$ cat src/rtl/tile_raster_assembler.sv
// Tile-to-raster reorder buffer: captures one frame of tile-ordered pixels, then
// streams the same frame out in raster order through a one-cycle-latency buffer read.
module tile_raster_assembler #(
  parameter int unsigned DATA_WIDTH  = 8,
  parameter int unsigned IMG_WIDTH   = 32,
  parameter int unsigned IMG_HEIGHT  = 16,
  parameter int unsigned TILE_WIDTH  = 16,
  parameter int unsigned TILE_HEIGHT = 16
) (
  input  logic                  iClk,
  input  logic                  iRst,
  input  logic [DATA_WIDTH-1:0] iData,
  input  logic                  iValid,
  output logic                  oReady,
  output logic [DATA_WIDTH-1:0] oData,
  output logic                  oValid,
  input  logic                  iReady,
  output logic                  oDone
);

  localparam int unsigned Depth  = IMG_WIDTH * IMG_HEIGHT;
  localparam int unsigned TilesX = IMG_WIDTH / TILE_WIDTH;
  localparam int unsigned TilesY = IMG_HEIGHT / TILE_HEIGHT;
  localparam int unsigned AddrW  = (Depth > 1) ? $clog2(Depth) : 1;
  localparam int unsigned ColW   = (TILE_WIDTH > 1) ? $clog2(TILE_WIDTH) : 1;
  localparam int unsigned RowW   = (TILE_HEIGHT > 1) ? $clog2(TILE_HEIGHT) : 1;
  localparam int unsigned TxW    = (TilesX > 1) ? $clog2(TilesX) : 1;
  localparam int unsigned TyW    = (TilesY > 1) ? $clog2(TilesY) : 1;

  localparam logic [ColW-1:0]  ColLast  = ColW'(TILE_WIDTH - 1);
  localparam logic [RowW-1:0]  RowLast  = RowW'(TILE_HEIGHT - 1);
  localparam logic [TxW-1:0]   TxLast   = TxW'(TilesX - 1);
  localparam logic [TyW-1:0]   TyLast   = TyW'(TilesY - 1);
  localparam logic [AddrW-1:0] AddrLast = AddrW'(Depth - 1);

  typedef enum logic [0:0] {StWrite, StRead} state_e;

  state_e                state_q, state_d;
  logic [ColW-1:0]       col_q, col_d;
  logic [RowW-1:0]       row_q, row_d;
  logic [TxW-1:0]        tx_q, tx_d;
  logic [TyW-1:0]        ty_q, ty_d;
  logic [AddrW-1:0]      raddr_q, raddr_d;
  logic                  rd_all_q, rd_all_d;
  logic                  ready_q, ready_d;
  logic                  valid_q, valid_d;
  logic                  done_q, done_d;
  logic [DATA_WIDTH-1:0] rdata_q;
  logic [DATA_WIDTH-1:0] mem [Depth];

  logic             accept;
  logic             frame_in_last;
  logic             rd_en;
  logic             out_last;
  logic [AddrW-1:0] wr_addr;

  assign accept        = (state_q == StWrite) && ready_q && iValid;
  assign frame_in_last = (col_q == ColLast) && (row_q == RowLast) &&
                         (tx_q == TxLast) && (ty_q == TyLast);
  // The read register doubles as the output register: only refill it when empty or draining.
  assign rd_en         = (state_q == StRead) && !rd_all_q && (!valid_q || iReady);
  assign out_last      = (state_q == StRead) && rd_all_q && valid_q && iReady;
  assign wr_addr       = AddrW'((32'(ty_q) * TILE_HEIGHT + 32'(row_q)) * IMG_WIDTH +
                                32'(tx_q) * TILE_WIDTH + 32'(col_q));

  always_comb begin
    state_d  = state_q;
    col_d    = col_q;
    row_d    = row_q;
    tx_d     = tx_q;
    ty_d     = ty_q;
    raddr_d  = raddr_q;
    rd_all_d = rd_all_q;
    ready_d  = 1'b0;
    valid_d  = valid_q;
    done_d   = 1'b0;

    unique case (state_q)
      StWrite: begin
        ready_d = 1'b1;
        if (accept) begin
          if (col_q == ColLast) begin
            col_d = '0;
            if (row_q == RowLast) begin
              row_d = '0;
              if (tx_q == TxLast) begin
                tx_d = '0;
                ty_d = (ty_q == TyLast) ? '0 : ty_q + TyW'(1);
              end else begin
                tx_d = tx_q + TxW'(1);
              end
            end else begin
              row_d = row_q + RowW'(1);
            end
          end else begin
            col_d = col_q + ColW'(1);
          end
          if (frame_in_last) begin
            state_d = StRead;
            ready_d = 1'b0;
          end
        end
      end
      StRead: begin
        if (rd_en) begin
          valid_d = 1'b1;
          if (raddr_q == AddrLast) begin
            raddr_d  = '0;
            rd_all_d = 1'b1;
          end else begin
            raddr_d = raddr_q + AddrW'(1);
          end
        end else if (valid_q && iReady) begin
          valid_d = 1'b0;
        end
        if (out_last) begin
          state_d  = StWrite;
          ready_d  = 1'b1;
          done_d   = 1'b1;
          valid_d  = 1'b0;
          rd_all_d = 1'b0;
        end
      end
      default: state_d = StWrite;
    endcase
  end

  always_ff @(posedge iClk or posedge iRst) begin
    if (iRst) begin
      state_q  <= StWrite;
      col_q    <= '0;
      row_q    <= '0;
      tx_q     <= '0;
      ty_q     <= '0;
      raddr_q  <= '0;
      rd_all_q <= 1'b0;
      ready_q  <= 1'b0;
      valid_q  <= 1'b0;
      done_q   <= 1'b0;
    end else begin
      state_q  <= state_d;
      col_q    <= col_d;
      row_q    <= row_d;
      tx_q     <= tx_d;
      ty_q     <= ty_d;
      raddr_q  <= raddr_d;
      rd_all_q <= rd_all_d;
      ready_q  <= ready_d;
      valid_q  <= valid_d;
      done_q   <= done_d;
    end
  end

  // Frame storage is never reset; an aborted frame is simply overwritten by the next one.
  always_ff @(posedge iClk) begin
    if (accept) begin
      mem[wr_addr] <= iData;
    end
  end

  always_ff @(posedge iClk or posedge iRst) begin
    if (iRst) begin
      rdata_q <= '0;
    end else if (rd_en) begin
      rdata_q <= mem[raddr_q];
    end
  end

  assign oReady = ready_q;
  assign oValid = valid_q;
  assign oData  = rdata_q;
  assign oDone  = done_q;

endmodule
$ cat config.mk
export PLATFORM = sky130hd
export DESIGN_NAME = tile_raster_assembler
export DESIGN_NICKNAME = d
export VERILOG_FILES = /design/src/rtl/tile_raster_assembler.sv
export SDC_FILE = /design/constraint.sdc
export NUM_CORES = 2
export LEC_CHECK = 0
export CORE_ASPECT_RATIO = 2
export CORE_MARGIN = 4
export CORE_UTILIZATION = 59
export CTS_BUF_LIST = sky130_fd_sc_hd__clkbuf_8
export CTS_CLUSTER_DIAMETER = 80
export CTS_CLUSTER_SIZE = 10
export DETAILED_ROUTE_END_ITERATION = 7
export PLACE_DENSITY = 0.77
export RECOVER_POWER = 100
export SLEW_MARGIN = 25
export SYNTH_ARGS = -nofsm -noshare
export SYNTH_HDL_FRONTEND = slang
export SYNTH_SLANG_ARGS = --single-unit
$ cat constraint.sdc
create_clock -name iClk -period 2.6 [get_ports iClk]
set_input_delay 0.26 -clock iClk [delete_from_list [all_inputs] [get_ports iClk]]
set_output_delay 0.26 -clock iClk [all_outputs]
set_load 0.02 [all_outputs]
After elaboration in Yosys (flattened, before gate mapping)
Memories as Yosys holds them, arrays and structs flattened. A register that Yosys moved wholly into a read port is not among the register bits.
Cells that the tools add are included.
{ "totals": {"wordCells": 70, "n_memories": 1, "ramBits": 4096, "regBits": 24} }
{ "memory_table": {"columns": ["memory", "depth", "word_bits", "rd", "rd_clocked_by_memory_dff", "write_ports", "line", "rtl"], "rows": [
  ["mem", 512, 8, 1, 1, 1, "49", "logic [DATA_WIDTH-1:0] mem [Depth];"]
]} }
{ "classes": {"n_addsub": 8, "n_mux": 22, "bitwise_logic": 2, "reduce_logical": 24, "n_eq_ne": 3} }
{ "op_table": {"columns": ["op", "n"], "rows": [
  ["1-bit two-way mux", 17],
  ["1-bit logical AND", 11],
  ["9-bit by 1-bit adder with 9-bit output, second input constant", 1],
  ["9-bit by 4-bit adder with 9-bit output", 1],
  ["9-bit by 5-bit adder with 9-bit output", 1],
  ["9-bit == test, second input constant", 1],
  ["9-bit two-way mux", 1],
  ["4-bit by 1-bit adder with 4-bit output, second input constant", 2],
  ["4-bit == test, second input constant", 2],
  ["4-bit two-way mux", 2],
  ["2-bit AND reduction", 3],
  ["3-bit AND reduction", 2],
  ["5-bit AND reduction", 1],
  ["1-bit by 4-bit adder with 4-bit output, first input constant", 1],
  ["1-bit case mux with 2 select lines", 2],
  ["4-bit AND reduction", 1],
  ["2-bit nonzero test", 2],
  ["3-bit nonzero test", 1],
  ["1-bit adder, second input constant", 2],
  ["1-bit logical NOT", 2],
  ["1-bit NOT", 2],
  ["1-bit logical OR", 1]
]} }

Logic depth before layout (Yosys ltp)
{ "depth": {"word_depth": 7, "mapped_depth": 14, "mapped_depth_nobuf": 8} }

Worst setup path after synthesis
OpenSTA, ideal clock, no wires.
{ "synth_timing": {"kind": "reg-to-reg", "startpoint": "reg raddr_q[0]", "endpoint": "reg rdata_q[1], in the netlist oData[1] (read register of mem)", "path_buffers": 5, "arrival_ns": 2.553, "path_stages_with_launch": 12, "t_required_ns": 2.480, "slack_ns": -0.074, "setup_ns": 0.120, "cell_sequence": "dfrtp_1 > buf_6 > buf_6 > buf_8 > buf_6 > buf_2 > mux4_2 > a22oi_1 > o211ai_1 > nor4_1 > o221ai_1 > o211a_1"} }
{ "synth_lines": {"columns": ["element", "line", "rtl"], "rows": [
  ["from (decl)", "43", "logic [AddrW-1:0] raddr_q, raddr_d;"],
  ["from (signal assigned)", "146", "raddr_q <= raddr_d;"],
  ["to (decl)", "48", "logic [DATA_WIDTH-1:0] rdata_q;"]
]} }

==> metrics.md <==
| Metric | Value |
|---|---|
| Adder-cell share of the synthesized area | less than 1% |
| PD cells | 615 nW/µm² |
| DRT Pass-1 Iters | 8 |
| CTS root buffer | clkbuf_8 |
| Syn Std Cell Area | between 150000 and 200000 µm² |
| Number of global-route vias before repair | 92.8k |
| Synth Area in XOR/XNOR | 0.0163% |
| WHS Path Cells | 6 |
| Req. time, crit path | 3.65 ns |
| Status | finished, violations left |
| Multiplexer share of the synthesized area | 15.6% |
| Reg clk slew, reported paths | approximately 0.090 ns |
| CP endpoint kind | register |
| Sequential Area | around 120000 µm² |
| Leading area contributor after synthesis | edfxtp_1 |
| First-pass GRT wire length | 692000 µm |
| Net Count, Synth | 7584 |
| GR Util met1 | 38.4% |
| DPL Wire Length | ~340000 µm |
| Fmax | just under 300 MHz |
| Layout cell share with drive strength beyond 1 | a little over a third |
| Post-synth cell types | 82 |
| Critical Path Most Common Cell | buf_12 |
| Setup Crit Path Kind | register to register |
| Tot GR Track Use | between 30% and 40% |
| Routed WL | 496000 µm |
| Commonest register cell after synthesis | edfxtp_1 |
| Initial Utilization | 59.2% |
| Post-synth EDFFs | 4096 |
| HP Start | iValid |
| Skew-Pair Late Insertion Delay | 1.13 ns |
| Nets | 9369 |
| Mean Syn Cell Area | 21.3 µm² |
| Worst Path Arrival | 4.52 ns |
| HP Class | primary input to register |
| Global route total overflow | 0 |
| Pleak | around 59 nW |
| Footprint of the multi-input gates | 35000 µm² |
| Slew Viols, Final | 825 |
| Main area contributors after synthesis | edfxtp_1 76%, mux4_2 12%, mux2i_1 2.3%, nor2_1 1.4%, mux4_1 0.78% |
| GR Util met3 | 8.21% |
| Inst Count DP | 12.3k |
| Via count | 90.0k |
| Design area | 186000 µm² |
| Fin util | 68.4% |
| Unrepaired setup endpoints after global routing | yes |
| R2r worst-path depth | 12 |
| Largest family of logic cells by synthesized area | multiplexers |
| Final Skew | 0.0920 ns |
| Synth Register Bits | 4127 |
| Initial antenna violation count | 29 |
| Cells after Synth | 7565 |
| Clock Sinks | 4127 |
| Top Usage Layer GRT | met2 |
| VDD IR-drop max | 428 µV |
| Critical Path, Cell by Cell | buf_12 > buf_12 > buf_12 > mux4_2 > nor2b_1 > a2111oi_2 > buf_4 > a2111oi_1 > a21oi_2 > buf_4 > a311o_1 > a22oi_2 |
| DRT iter0 DRCs | about 13k |
| Slew Limit Headroom | -107% |
| Final period util | 133% |
| PortBufs | 22 |
| Die X | 377 µm |
| Die height | between 700 and 800 µm |
| GP Congestion | 1.01 |
| Critical-path top delay cell | a2111oi_1 |
| Pre-CTS setup slack | -1.43 ns |
| CP Launch Type | register |
| Setup slack after layout | -0.865 ns |
| DRC | 0 |
| R2r setup slk | -0.87 ns |
| DIE AREA | 282000 µm² |
| I/O pin total | 23 |
| Via density | 6.93 |
| Tightest Pin Transition | 3.11 ns |
| WHS Endpoint | col_q[1] |
| Non-Filler Instances | approximately 13k |
| Yosys top cell area share | 76.4% |
| Worst path max stage delay | 0.57 ns |
| Reg2reg end | oData[2] |
| R2r startpoint | raddr_q[1] |
| Crit path from | raddr_q[1] |
| CTS tree | done |
| Post-route ant nets | 0 |
| Max_cap viols | 10 |
| Clock buffer depth | 4 |
| Final Hold Slack | 0.458 ns |
| Area delta synth->final | 15.5% |
| Ys async rst share | less than 1% |
| Post-synthesis compound-gate area fraction | 3.10% |
| Crit path time final | 3.47 ns |
| Post-Synth Simple-Gate Area | 2.33% |
| Average wire per cell in the routed design | approximately 38 µm |
| Number of setup violations in the final report | 4121 |
| Core Area | 272000 µm² |
| Routing usage on met2 | between 50% and 60% |
| Pin count of the biggest net entering global routing | ~150 |
| Power, Total | 114 mW |
| Row cnt | 271 |
| Failing checks | capacitance limit, slew limit, setup timing |
| Synth warnings | 0 |
| # H-tree levels | 5 |
| Placed Area | 178000 µm² |
| Sequential share of the synthesized area | 76.9% |
| Cts bufs inserted | between 400 and 500 |
| CP Max Fanout | 18 |
| Filler Cells Inserted | 16.0k |
| Final Hold Vio Count | 0 |
| Setup TNS | -515.43 ns |
[power breakdown]
part           switching, mW  internal [mW]  total [mW]
registers              0.115           73.4        73.5
logic                   2.95          0.638        3.59
clock network           21.5           15.8        37.3
[final cells by class]
| type | count | area share [%] |
|---|---|---|
| inverter | 12 | 0.0330 |
| clock inverter | 80 | 0.262 |
| clock buffer | 455 | 3.37 |
| timing repair buffer | 1813 | 8.54 |
| sequential | 4127 | 66.6 |
| antenna | 24 | 0.0323 |
| tap | 3549 | 2.39 |
| multi-input combinational | 2942 | 18.8 |
[cell usage after synthesis, types with 45 or more instances]
master / count
edfxtp_1: 4096
clkbuf_1: 191
mux4_2: 891
a21oi_1: 128
a22oi_1: 97
mux2i_1: 364
nand3_1: 52
mux4_1: 48
nand2_1: 157
o221ai_1: 69
nor2_1: 581
a221oi_1: 80
o22ai_1: 45
buf_2: 131
buf_4: 46
buf_6: 46
o21ai_0: 102
[cells in the final DEF, fill, tap and decap left out, types with 45 or more instances in the layout]
cell,synthesis,routed
a21oi_1,128,121
a221oi_1,80,67
a22oi_1,97,90
buf_12,11,135
buf_4,46,1395
buf_6,46,49
clkbuf_2,0,55
clkbuf_4,3,58
clkbuf_8,9,459
edfxtp_1,4096,4096
inv_1,8,62
mux2i_1,364,359
mux4_1,48,45
mux4_2,891,894
nand2_1,157,153
nor2_1,581,569
o21ai_0,102,79
o221ai_1,69,63
[registers in the layout, summed over array words and instances (netlist names)]
register  cells
row_q         4
raddr_q       9
oData         8
rd_all_q      1
tx_q          1
state_q       1
oDone         1
oValid        1
col_q         4
mem        4096
oReady        1
[critical path: cells and delay by family (launching register included)]
kind	cells	cell delay [ns]
DFF	1	0.52
buffers and inverters	5	0.87
muxes	1	0.32
and+or+nand+nor	1	0.19
AOI/OAI and AO/OA	5	1.45
[cell families after synthesis]
| group | after synthesis |
|---|---|
| flip-flops | 4127 |
| buffers and inverters | 496 |
| adder cells (fa/ha/maj) | 7 |
| XOR/XNOR | 3 |
| AO/OA/AOI/OAI | 707 |
| multiplexers | 1323 |
| AND/OR/NAND/NOR | 902 |
[timing repair]
action,in CTS,in global routing
cloned,7,1
hold buffers,10,0
gates resized for setup,155,96
setup buffers,38,48
endpoints found under the hold margin,2614,0
pin swaps,17,18
setup endpoints to repair,21,88
[layer usage]
| layer | up-vias | wire [µm] |
|---|---|---|
| li1 | 34978 | - |
| met1 | 45688 | 140000 |
| met2 | 7240 | 243000 |
| met3 | 2127 | 53900 |
| met4 | 14 | 59400 |
| met5 | - | 87 |
[how the worst max path moves through the flow]
stage / endpoint / slack [ns] / depth (start not counted)
5_1_grt: oData[6] / -0.89 / 11
2_1_floorplan: oData[1] / -0.002 / 11
3_5_place_dp: oData[1] / -1.43 / 10
4_1_cts: oData[6] / -0.82 / 12
3_3_place_gp: oData[1] / -1.48 / 10
6_report: oData[2] / -0.87 / 12
No activity file was read; power rests on OpenSTA's default activity.
